===== src/rtl/rotate_pkg.sv =====
// Shared types and constants for the tile-based frame rotation sequencer.
package rotate_pkg;

    localparam int unsigned C_TILE    = 8;
    localparam int unsigned C_BPP     = 3;
    localparam int unsigned P_DIM_W   = 16;
    localparam int unsigned P_LEN_W   = 4;
    localparam int unsigned P_CYC_W   = 32;

    localparam logic [1:0] P_DEG_0   = 2'd0;
    localparam logic [1:0] P_DEG_90  = 2'd1;
    localparam logic [1:0] P_DEG_180 = 2'd2;
    localparam logic [1:0] P_DEG_270 = 2'd3;

    typedef enum logic [3:0] {
        S_IDLE, S_CHECK, S_CALC, S_RD_REQ, S_RD_WAIT, S_ROT, S_WR_REQ, S_WR_WAIT, S_NEXT
    } state_e;

    typedef struct packed {
        logic [P_DIM_W-1:0] width;
        logic [P_DIM_W-1:0] height;
        logic [1:0]         degrees;
        logic               ccw;
    } geom_t;

    // Counter-clockwise quarter turns are the opposite clockwise quarter turns.
    function automatic logic [1:0] eff_deg(input logic [1:0] deg, input logic ccw);
        return (ccw && deg[0]) ? (deg ^ 2'd2) : deg;
    endfunction

endpackage


===== src/rtl/rotate_tile_ctrl_if.sv =====
// Config, DMA command and core handshake bundle for rotate_tile_ctrl.
interface rotate_tile_ctrl_if #(parameter int unsigned P_AW = 32);
    logic              I_TC_START;
    logic              I_TC_STOP;
    logic [15:0]       I_TC_WIDTH;
    logic [15:0]       I_TC_HEIGHT;
    logic [1:0]        I_TC_DEGREES;
    logic              I_TC_DIRECTION;
    logic [P_AW-1:0]   I_TC_SRC_BASE;
    logic [P_AW-1:0]   I_TC_DST_BASE;
    logic              O_TC_DMA_REQ;
    logic              O_TC_DMA_WRITE;
    logic [P_AW-1:0]   O_TC_DMA_ADDR;
    logic [3:0]        O_TC_DMA_LEN;
    logic              I_TC_DMA_ACK;
    logic              I_TC_DMA_DONE;
    logic              O_TC_CORE_GO;
    logic              I_TC_CORE_DONE;
    logic              O_TC_BUSY;
    logic              O_TC_DONE;
    logic              O_TC_ERR;
    logic              O_TC_ABORTED;
    logic [31:0]       O_TC_CYCLES;

    modport master (
        input  I_TC_START, I_TC_STOP, I_TC_WIDTH, I_TC_HEIGHT, I_TC_DEGREES, I_TC_DIRECTION,
               I_TC_SRC_BASE, I_TC_DST_BASE, I_TC_DMA_ACK, I_TC_DMA_DONE, I_TC_CORE_DONE,
        output O_TC_DMA_REQ, O_TC_DMA_WRITE, O_TC_DMA_ADDR, O_TC_DMA_LEN, O_TC_CORE_GO,
               O_TC_BUSY, O_TC_DONE, O_TC_ERR, O_TC_ABORTED, O_TC_CYCLES
    );

    modport slave (
        output I_TC_START, I_TC_STOP, I_TC_WIDTH, I_TC_HEIGHT, I_TC_DEGREES, I_TC_DIRECTION,
               I_TC_SRC_BASE, I_TC_DST_BASE, I_TC_DMA_ACK, I_TC_DMA_DONE, I_TC_CORE_DONE,
        input  O_TC_DMA_REQ, O_TC_DMA_WRITE, O_TC_DMA_ADDR, O_TC_DMA_LEN, O_TC_CORE_GO,
               O_TC_BUSY, O_TC_DONE, O_TC_ERR, O_TC_ABORTED, O_TC_CYCLES
    );
endinterface


===== src/rtl/rotate_tile_addr.sv =====
// Combinational source/destination tile mapping and row-0 byte addresses.
module rotate_tile_addr
    import rotate_pkg::*;
#(
    parameter int unsigned P_AW = 32
) (
    input  logic [P_AW-1:0]    src_base_i,
    input  logic [P_AW-1:0]    dst_base_i,
    input  geom_t              geom_i,
    input  logic [P_DIM_W-1:0] tx_i,
    input  logic [P_DIM_W-1:0] ty_i,
    input  logic [P_DIM_W-1:0] ntx_i,
    input  logic [P_DIM_W-1:0] nty_i,
    output logic [P_AW-1:0]    src_row0_c_o,
    output logic [P_AW-1:0]    dst_row0_c_o,
    output logic [P_AW-1:0]    src_stride_c_o,
    output logic [P_AW-1:0]    dst_stride_c_o
);

    logic [1:0]         deg;
    logic [P_DIM_W-1:0] dtx;
    logic [P_DIM_W-1:0] dty;
    logic [P_AW-1:0]    sw;
    logic [P_AW-1:0]    dw;

    always_comb begin
        deg = eff_deg(geom_i.degrees, geom_i.ccw);
        dtx = tx_i;
        dty = ty_i;
        sw  = P_AW'(geom_i.width);
        dw  = P_AW'(geom_i.width);
        case (deg)
            P_DEG_180: begin
                dtx = ntx_i - tx_i - P_DIM_W'(1);
                dty = nty_i - ty_i - P_DIM_W'(1);
            end
            P_DEG_90: begin
                dtx = nty_i - ty_i - P_DIM_W'(1);
                dty = tx_i;
                dw  = P_AW'(geom_i.height);
            end
            P_DEG_270: begin
                dtx = ty_i;
                dty = ntx_i - tx_i - P_DIM_W'(1);
                dw  = P_AW'(geom_i.height);
            end
            default: ;
        endcase
    end

    // Pixel offsets are scaled to bytes last; everything wraps modulo 2^P_AW.
    assign src_row0_c_o   = src_base_i + P_AW'(C_BPP) *
                            (P_AW'(ty_i) * P_AW'(C_TILE) * sw + P_AW'(tx_i) * P_AW'(C_TILE));
    assign dst_row0_c_o   = dst_base_i + P_AW'(C_BPP) *
                            (P_AW'(dty) * P_AW'(C_TILE) * dw + P_AW'(dtx) * P_AW'(C_TILE));
    assign src_stride_c_o = P_AW'(C_BPP) * sw;
    assign dst_stride_c_o = P_AW'(C_BPP) * dw;

endmodule


===== src/rtl/rotate_tile_ctrl.sv =====
// Frame sequencer: per 8x8 tile, 8 row reads, core rotate, 8 row writes.
// Optional busy-cycle counter enabled by defining TC_PERF_CNT_EN.
module rotate_tile_ctrl
    import rotate_pkg::*;
#(
    parameter int unsigned P_AW        = 32,
    parameter int unsigned P_ROW_WORDS = 6
) (
    input  logic               I_TC_HCLK,
    input  logic               I_TC_HRESET_N,
    rotate_tile_ctrl_if.master bus
);

    state_e             state_q, state_d;
    geom_t              geom_q, geom_d;
    logic [P_AW-1:0]    src_base_q, src_base_d, dst_base_q, dst_base_d;
    logic [P_DIM_W-1:0] tx_q, tx_d, ty_q, ty_d, ntx_q, ntx_d, nty_q, nty_d;
    logic [2:0]         row_q, row_d;
    logic               pend_q, pend_d;
    logic               req_q, req_d, wr_q, wr_d, go_q, go_d, busy_q, busy_d;
    logic               done_q, done_d, err_q, err_d, abort_q, abort_d;
    logic [P_AW-1:0]    addr_q, addr_d;
    logic [P_LEN_W-1:0] len_q;
    logic [P_AW-1:0]    src_row0_c, dst_row0_c, src_stride_c, dst_stride_c;
    logic               bad_geom_c, stop_c;

    rotate_tile_addr #(.P_AW(P_AW)) u_addr (
        .src_base_i     (src_base_q),
        .dst_base_i     (dst_base_q),
        .geom_i         (geom_q),
        .tx_i           (tx_q),
        .ty_i           (ty_q),
        .ntx_i          (ntx_q),
        .nty_i          (nty_q),
        .src_row0_c_o   (src_row0_c),
        .dst_row0_c_o   (dst_row0_c),
        .src_stride_c_o (src_stride_c),
        .dst_stride_c_o (dst_stride_c)
    );

    assign stop_c     = bus.I_TC_STOP;
    assign bad_geom_c = (bus.I_TC_WIDTH == '0) || (bus.I_TC_HEIGHT == '0) ||
                        (|bus.I_TC_WIDTH[2:0]) || (|bus.I_TC_HEIGHT[2:0]);

    always_ff @(posedge I_TC_HCLK or negedge I_TC_HRESET_N) begin
        if (!I_TC_HRESET_N) begin
            state_q <= S_IDLE;   geom_q <= '0;     src_base_q <= '0;  dst_base_q <= '0;
            tx_q <= '0; ty_q <= '0; ntx_q <= '0; nty_q <= '0;   row_q <= '0;  pend_q <= 1'b0;
            req_q <= 1'b0; wr_q <= 1'b0; go_q <= 1'b0; busy_q <= 1'b0;
            done_q <= 1'b0; err_q <= 1'b0; abort_q <= 1'b0; addr_q <= '0; len_q <= '0;
        end else begin
            state_q <= state_d;  geom_q <= geom_d; src_base_q <= src_base_d; dst_base_q <= dst_base_d;
            tx_q <= tx_d; ty_q <= ty_d; ntx_q <= ntx_d; nty_q <= nty_d; row_q <= row_d; pend_q <= pend_d;
            req_q <= req_d; wr_q <= wr_d; go_q <= go_d; busy_q <= busy_d;
            done_q <= done_d; err_q <= err_d; abort_q <= abort_d; addr_q <= addr_d;
            len_q <= P_LEN_W'(P_ROW_WORDS);
        end
    end

    always_comb begin
        state_d = state_q;  geom_d = geom_q;  src_base_d = src_base_q;  dst_base_d = dst_base_q;
        tx_d = tx_q; ty_d = ty_q; ntx_d = ntx_q; nty_d = nty_q; row_d = row_q; pend_d = pend_q;
        go_d = 1'b0; done_d = done_q; err_d = err_q; abort_d = abort_q; addr_d = addr_q;

        case (state_q)
            S_IDLE: begin
                pend_d = 1'b0;
                if (bus.I_TC_START) begin
                    done_d = 1'b0; err_d = 1'b0; abort_d = 1'b0;
                    state_d = S_CHECK;
                end
            end
            S_CHECK: begin
                if (bad_geom_c) begin
                    err_d = 1'b1; state_d = S_IDLE;
                end else if (stop_c) begin
                    abort_d = 1'b1; state_d = S_IDLE;
                end else begin
                    geom_d.width = bus.I_TC_WIDTH;   geom_d.height = bus.I_TC_HEIGHT;
                    geom_d.degrees = bus.I_TC_DEGREES; geom_d.ccw = bus.I_TC_DIRECTION;
                    src_base_d = bus.I_TC_SRC_BASE;  dst_base_d = bus.I_TC_DST_BASE;
                    ntx_d = bus.I_TC_WIDTH >> 3;     nty_d = bus.I_TC_HEIGHT >> 3;
                    tx_d = '0; ty_d = '0; row_d = '0;
                    state_d = S_CALC;
                end
            end
            S_CALC: begin
                if (stop_c) begin
                    abort_d = 1'b1; state_d = S_IDLE;
                end else begin
                    addr_d = src_row0_c; state_d = S_RD_REQ;
                end
            end
            S_RD_REQ, S_WR_REQ: begin
                // An accepted command must complete even if STOP arrives with the ACK.
                if (bus.I_TC_DMA_ACK) begin
                    pend_d  = stop_c;
                    state_d = (state_q == S_RD_REQ) ? S_RD_WAIT : S_WR_WAIT;
                end else if (stop_c) begin
                    abort_d = 1'b1; state_d = S_IDLE;
                end
            end
            S_RD_WAIT, S_WR_WAIT: begin
                if (bus.I_TC_DMA_DONE) begin
                    if (stop_c || pend_q) begin
                        abort_d = 1'b1; state_d = S_IDLE;
                    end else if (row_q == 3'd7) begin
                        row_d = '0;
                        if (state_q == S_RD_WAIT) begin
                            go_d = 1'b1; addr_d = dst_row0_c; state_d = S_ROT;
                        end else begin
                            state_d = S_NEXT;
                        end
                    end else begin
                        row_d = row_q + 3'd1;
                        if (state_q == S_RD_WAIT) begin
                            addr_d = addr_q + src_stride_c; state_d = S_RD_REQ;
                        end else begin
                            addr_d = addr_q + dst_stride_c; state_d = S_WR_REQ;
                        end
                    end
                end else if (stop_c) begin
                    pend_d = 1'b1;
                end
            end
            S_ROT: begin
                if (bus.I_TC_CORE_DONE) begin
                    if (stop_c || pend_q) begin
                        abort_d = 1'b1; state_d = S_IDLE;
                    end else begin
                        state_d = S_WR_REQ;
                    end
                end else if (stop_c) begin
                    pend_d = 1'b1;
                end
            end
            S_NEXT: begin
                // Completion of the last tile takes priority over a late STOP.
                if ((tx_q + P_DIM_W'(1) == ntx_q) && (ty_q + P_DIM_W'(1) == nty_q)) begin
                    tx_d = '0; ty_d = '0; done_d = 1'b1; state_d = S_IDLE;
                end else if (stop_c) begin
                    abort_d = 1'b1; state_d = S_IDLE;
                end else if (tx_q + P_DIM_W'(1) == ntx_q) begin
                    tx_d = '0; ty_d = ty_q + P_DIM_W'(1); state_d = S_CALC;
                end else begin
                    tx_d = tx_q + P_DIM_W'(1); state_d = S_CALC;
                end
            end
            default: state_d = S_IDLE;
        endcase

        req_d  = (state_d == S_RD_REQ) || (state_d == S_WR_REQ);
        wr_d   = (state_d == S_WR_REQ);
        busy_d = (state_d != S_IDLE);
    end

`ifdef TC_PERF_CNT_EN
    logic [P_CYC_W-1:0] cycles_q;

    // Saturating count of cycles spent with BUSY high, cleared by an accepted START.
    always_ff @(posedge I_TC_HCLK or negedge I_TC_HRESET_N) begin
        if (!I_TC_HRESET_N) begin
            cycles_q <= '0;
        end else if ((state_q == S_IDLE) && bus.I_TC_START) begin
            cycles_q <= '0;
        end else if (busy_q && (cycles_q != '1)) begin
            cycles_q <= cycles_q + P_CYC_W'(1);
        end
    end

    assign bus.O_TC_CYCLES = cycles_q;
`else
    assign bus.O_TC_CYCLES = '0;
`endif

    assign bus.O_TC_DMA_REQ   = req_q;
    assign bus.O_TC_DMA_WRITE = wr_q;
    assign bus.O_TC_DMA_ADDR  = addr_q;
    assign bus.O_TC_DMA_LEN   = len_q;
    assign bus.O_TC_CORE_GO   = go_q;
    assign bus.O_TC_BUSY      = busy_q;
    assign bus.O_TC_DONE      = done_q;
    assign bus.O_TC_ERR       = err_q;
    assign bus.O_TC_ABORTED   = abort_q;

endmodule


===== src/flat_wrapper.sv =====
// flat-port wrapper written by rule: the top's interface ports become plain ports
module rotate_tile_ctrl_flat import rotate_pkg::*;
#(
    parameter int unsigned P_AW        = 32,
    parameter int unsigned P_ROW_WORDS = 6
)
  (I_TC_HCLK, I_TC_HRESET_N, bus_I_TC_START, bus_I_TC_STOP, bus_I_TC_WIDTH, bus_I_TC_HEIGHT, bus_I_TC_DEGREES, bus_I_TC_DIRECTION, bus_I_TC_SRC_BASE, bus_I_TC_DST_BASE, bus_I_TC_DMA_ACK, bus_I_TC_DMA_DONE, bus_I_TC_CORE_DONE, bus_O_TC_DMA_REQ, bus_O_TC_DMA_WRITE, bus_O_TC_DMA_ADDR, bus_O_TC_DMA_LEN, bus_O_TC_CORE_GO, bus_O_TC_BUSY, bus_O_TC_DONE, bus_O_TC_ERR, bus_O_TC_ABORTED, bus_O_TC_CYCLES);
  rotate_tile_ctrl_if #(.P_AW(P_AW)) bus_i ();
  input  logic I_TC_HCLK;
  input  logic I_TC_HRESET_N;
  input wire logic [$bits(bus_i.I_TC_START)-1:0] bus_I_TC_START;
  input wire logic [$bits(bus_i.I_TC_STOP)-1:0] bus_I_TC_STOP;
  input wire logic [$bits(bus_i.I_TC_WIDTH)-1:0] bus_I_TC_WIDTH;
  input wire logic [$bits(bus_i.I_TC_HEIGHT)-1:0] bus_I_TC_HEIGHT;
  input wire logic [$bits(bus_i.I_TC_DEGREES)-1:0] bus_I_TC_DEGREES;
  input wire logic [$bits(bus_i.I_TC_DIRECTION)-1:0] bus_I_TC_DIRECTION;
  input wire logic [$bits(bus_i.I_TC_SRC_BASE)-1:0] bus_I_TC_SRC_BASE;
  input wire logic [$bits(bus_i.I_TC_DST_BASE)-1:0] bus_I_TC_DST_BASE;
  input wire logic [$bits(bus_i.I_TC_DMA_ACK)-1:0] bus_I_TC_DMA_ACK;
  input wire logic [$bits(bus_i.I_TC_DMA_DONE)-1:0] bus_I_TC_DMA_DONE;
  input wire logic [$bits(bus_i.I_TC_CORE_DONE)-1:0] bus_I_TC_CORE_DONE;
  output wire logic [$bits(bus_i.O_TC_DMA_REQ)-1:0] bus_O_TC_DMA_REQ;
  output wire logic [$bits(bus_i.O_TC_DMA_WRITE)-1:0] bus_O_TC_DMA_WRITE;
  output wire logic [$bits(bus_i.O_TC_DMA_ADDR)-1:0] bus_O_TC_DMA_ADDR;
  output wire logic [$bits(bus_i.O_TC_DMA_LEN)-1:0] bus_O_TC_DMA_LEN;
  output wire logic [$bits(bus_i.O_TC_CORE_GO)-1:0] bus_O_TC_CORE_GO;
  output wire logic [$bits(bus_i.O_TC_BUSY)-1:0] bus_O_TC_BUSY;
  output wire logic [$bits(bus_i.O_TC_DONE)-1:0] bus_O_TC_DONE;
  output wire logic [$bits(bus_i.O_TC_ERR)-1:0] bus_O_TC_ERR;
  output wire logic [$bits(bus_i.O_TC_ABORTED)-1:0] bus_O_TC_ABORTED;
  output wire logic [$bits(bus_i.O_TC_CYCLES)-1:0] bus_O_TC_CYCLES;
  assign bus_i.I_TC_START = bus_I_TC_START;
  assign bus_i.I_TC_STOP = bus_I_TC_STOP;
  assign bus_i.I_TC_WIDTH = bus_I_TC_WIDTH;
  assign bus_i.I_TC_HEIGHT = bus_I_TC_HEIGHT;
  assign bus_i.I_TC_DEGREES = bus_I_TC_DEGREES;
  assign bus_i.I_TC_DIRECTION = bus_I_TC_DIRECTION;
  assign bus_i.I_TC_SRC_BASE = bus_I_TC_SRC_BASE;
  assign bus_i.I_TC_DST_BASE = bus_I_TC_DST_BASE;
  assign bus_i.I_TC_DMA_ACK = bus_I_TC_DMA_ACK;
  assign bus_i.I_TC_DMA_DONE = bus_I_TC_DMA_DONE;
  assign bus_i.I_TC_CORE_DONE = bus_I_TC_CORE_DONE;
  assign bus_O_TC_DMA_REQ = bus_i.O_TC_DMA_REQ;
  assign bus_O_TC_DMA_WRITE = bus_i.O_TC_DMA_WRITE;
  assign bus_O_TC_DMA_ADDR = bus_i.O_TC_DMA_ADDR;
  assign bus_O_TC_DMA_LEN = bus_i.O_TC_DMA_LEN;
  assign bus_O_TC_CORE_GO = bus_i.O_TC_CORE_GO;
  assign bus_O_TC_BUSY = bus_i.O_TC_BUSY;
  assign bus_O_TC_DONE = bus_i.O_TC_DONE;
  assign bus_O_TC_ERR = bus_i.O_TC_ERR;
  assign bus_O_TC_ABORTED = bus_i.O_TC_ABORTED;
  assign bus_O_TC_CYCLES = bus_i.O_TC_CYCLES;
  rotate_tile_ctrl #(.P_AW(P_AW), .P_ROW_WORDS(P_ROW_WORDS)) u_core (.I_TC_HCLK(I_TC_HCLK), .I_TC_HRESET_N(I_TC_HRESET_N), .bus(bus_i));
endmodule

===== config.mk =====
export PLATFORM = sky130hd
export DESIGN_NAME = rotate_tile_ctrl_flat
export DESIGN_NICKNAME = d
export VERILOG_FILES = /design/src/rtl/rotate_pkg.sv /design/src/rtl/rotate_tile_ctrl_if.sv /design/src/rtl/rotate_tile_addr.sv /design/src/rtl/rotate_tile_ctrl.sv /design/src/flat_wrapper.sv
export SDC_FILE = /design/constraint.sdc
export NUM_CORES = 2
export LEC_CHECK = 0
export CORE_ASPECT_RATIO = 1.75
export CORE_UTILIZATION = 30
export CTS_CLUSTER_DIAMETER = 120
export DETAILED_ROUTE_END_ITERATION = 8
export GPL_TIMING_DRIVEN = 0
export PLACE_DENSITY = 0.56
export SYNTH_ARGS = -nofsm -noshare
export SYNTH_HDL_FRONTEND = slang
export SYNTH_SLANG_ARGS = --single-unit

===== constraint.sdc =====
create_clock -name I_TC_HCLK -period 23.4 [get_ports I_TC_HCLK]
set_input_delay 5.85 -clock I_TC_HCLK [delete_from_list [all_inputs] [get_ports I_TC_HCLK]]
set_output_delay 5.85 -clock I_TC_HCLK [all_outputs]
set_load 0.005 [all_outputs]

==> impl_results.md <==
* Status: finished, violations left
* Failing checks: capacitance limit, slew limit
* Post-Place Worst Slack at 7.900 ns
* Core ar. at between 100000 and 150000 µm²
* Commonest non-fill, non-tap cells in the layout: inv_1, nand2_1, fa_1
* I/O pin count at roughly 180
* Synth Register Bits at 179
* Synth unique cells at 87
* Clock latency on the worst-skew pair at 0.53 ns
* RSZ-0062 raised after global routing: no
* Post-Layout Cell Count at ~5900
* Antenna violations before repair at 5
* Via Count at roughly 31000
* Worst Hold Class: reg -> reg
* Post-route cell area at a little under 40000 µm²
* Nets at about 5300
* TritonRoute pass-1 iters at 6
* P&R area growth vs syn at 11.66%
* Cell count after synthesis at 4205
* Final setup fails at 0
* Root buffer cell: clkbuf_16
* CTS buffer count at 17
* DIE AREA at around 120000 µm²
* DR WL/cell at roughly 24 µm
* Post-CTS sizing at 0
* Iteration-0 DRC Markers at between 1500 and 2000
* Crit-path leading delay family: adder cells
* Largest net degree at the start of global routing at 104
* Main synth FF type: dfrtp_1
* Gpl congestion at 1.029
* Worst-path clk slew at about 0.080 ns
* Clock skew at around 0.028 ns
* Die height at 457.9 µm
* Clk buf depth at 2
* Worst-Margin Slew at 1.504 ns
* Die X at 262.5 µm
* Worst Path Required at about 24 ns
* Async set-reset flop share out of synthesis at 100.0%
* Synth warn at 0
* Fmax achieved at about 63 MHz
* Critical path origin: u_core.ty_q[1]$_DFFE_PN0P_
* Multi-input gate area at 28210 µm²
* DRC Markers at 0
* Crit start category: flop
* CP bufs+invs at 11
* Max stage delay on crit path at 0.85 ns
* Final worst slack at around 7.6 ns
* H-tree Lvls at 4
* Mapped Avg Cell Area at 8.475 µm²
* Number of max-cap violations at 2
* CP endpoint kind: flop
* Max_slew headroom at -0.6516%
* Placed Instances at ~5900
* GR Util All Layers at approximately a quarter
* Placed instance area at between 30000 and 40000 µm²
* Clock Sinks at roughly 180
* Site Rows at 166
* Worst Path Max Fanout at 10
* Commonest non-fill, non-tap cell in the layout: inv_1
* Slowest cell on crit path: nor4bb_1
* DR vias/cell at 5.256
* Synthesized area at approximately 36000 µm²
* CTS tree: built
* Share of cells above drive strength 1 at roughly 5%
* Port Buf Inserts at between 100 and 150
* TNS Setup at 0 ns
* Post-CTS setup buffers at 0
* Vias in the first global route at roughly 33000
* Sequential cell area fraction in the yosys report at about an eighth
* Number of flops mapped to enable cells by yosys at 0
* Max-slew violations at 8
* Minimum clock period at 15.78 ns
* Most used cell, CP: xnor2_1
* Arr. time, crit path at 16.16 ns
* FF-to-FF Start: u_core.ty_q[1]$_DFFE_PN0P_
* Number of routed nets with antenna violations at 0
* First-pass GRT wire length at around 210000 µm
* # fillers at 12280
* Initial Util at 30.37%
* Total congestion overflow at 0
* Total wire length at 140000 µm
* Worst Min Path Start: u_core.bus.O_TC_ERR$_DFFE_PN0P_
* Post-DP HPWL at 118600 µm
* Critical path type: reg -> reg
* Final Cycle Share at ~67%
* Reg area at 4479 µm²
* Post-CTS Hold Fix Bufs at 0
* Final Hold Viols at 0
## cell type report
| type | instances | area share [%] |
|---|---|---|
| antenna | 2 | 0.01258 |
| timing repair buffer | 151 | 3.855 |
| inverter | 575 | 5.424 |
| buffer | 208 | 2.358 |
| clock buffer | 19 | 1.088 |
| tap | 1512 | 4.754 |
| sequential | 179 | 11.26 |
| clock inverter | 12 | 0.3616 |
| multi-input combinational | 3276 | 70.89 |
## worst reg2reg max path, delay by kind of cell (launching register included)
kind | cells | cell delay (ns)
AO/OA/AOI/OAI | 9 | 2.67
flip-flops | 1 | 0.43
AND/OR/NAND/NOR | 7 | 1.80
XOR/XNOR | 10 | 3.74
buffers and inverters | 11 | 2.74
adder cells (fa/ha/maj) | 9 | 4.29
## per-layer routing
metal	global-route usage (%)	part of all wire, %	vias up	routed length [µm]
li1	-	-	14160	-
met1	22.92	34	15610	47620
met4	20.63	9.8	6	13740
met3	2.769	4.0	387	5593
met5	0	0.028	-	39
met2	43.14	52	1021	72980
## sequential cells by signal (all words and copies together), names as in the netlist
signal	cells
u_core.geom_q	33
u_core.bus.O_TC_DMA_LEN	1
u_core.ntx_q	1
u_core.bus.O_TC_ERR	1
u_core.ty_q	16
u_core.tx_q	16
u_core.state_q	4
u_core.src_base_q	32
u_core.bus.O_TC_ABORTED	1
u_core.bus.O_TC_DMA_REQ	1
u_core.bus.O_TC_DONE	1
u_core.dst_base_q	32
u_core.bus.O_TC_DMA_WRITE	1
u_core.nty_q	1
u_core.pend_q	1
u_core.bus.O_TC_CORE_GO	1
u_core.bus.O_TC_BUSY	1
u_core.row_q	3
u_core.bus.O_TC_DMA_ADDR	32
## final timing paths
kind / endpoint / depth (start not counted) / slack, ns
worst max-delay path: u_core.bus.O_TC_DMA_ADDR[31]$_DFFE_PN0P_ / 46 / 7.62
worst min-delay path: u_core.bus.O_TC_ERR$_DFFE_PN0P_ / 2 / 0.49
worst max register to register: u_core.bus.O_TC_DMA_ADDR[31]$_DFFE_PN0P_ / 46 / 7.62
worst min register to register: u_core.bus.O_TC_ERR$_DFFE_PN0P_ / 2 / 0.49
max in group asynchronous: u_core.geom_q[10]$_DFFE_PN0P_ / 2 / 16.94
min in group asynchronous: u_core.bus.O_TC_DMA_LEN[1]$_DFF_PN0_ / 1 / 5.37
## synthesized netlist by cell type (54+ instances only)
library cell / n / share of area, %
xor2_1: 80 / 2.0
nand2_1: 530 / 5.6
dfrtp_1: 179 / 13
a21oi_1: 179 / 2.5
o21ai_0: 207 / 2.9
nor3_1: 54 / 0.76
ha_1: 334 / 12
xnor2_1: 157 / 3.9
nor2_1: 327 / 3.4
clkbuf_1: 142 / 1.5
a21o_1: 56 / 1.2
fa_1: 474 / 27
inv_1: 567 / 6.0
mux2_2: 91 / 2.9
and2_1: 120 / 2.1
## cell families (layout without fill, tap and decap cells)
logic type               count (synthesis)  count (layout)  synth area share [%]
multiplexers                           122             122                 3.746
other                                    2              37               0.02107
XOR/XNOR                               238             238                 5.888
AO/OA/AOI/OAI                          767             767                 13.79
AND/OR/NAND/NOR                       1306            1306                 16.94
flip-flops                             179             179                 12.57
adder cells (fa/ha/maj)                808             808                 38.35
buffers and inverters                  783             965                 8.690
## through the flow
stage | hold slack (ns) | util, %
2_1_floorplan | 0.4584 | -
3_3_place_gp | 0.4789 | 33.32
3_5_place_dp | 0.4717 | 33.41
4_1_cts | 0.4952 | 33.90
5_1_grt | 0.5179 | 33.91
6_report | 0.4945 | 33.91
Power is left out: the tool's default activity adds up to more than one toggle a clock period on the data nets, which glitch-free logic cannot reach.
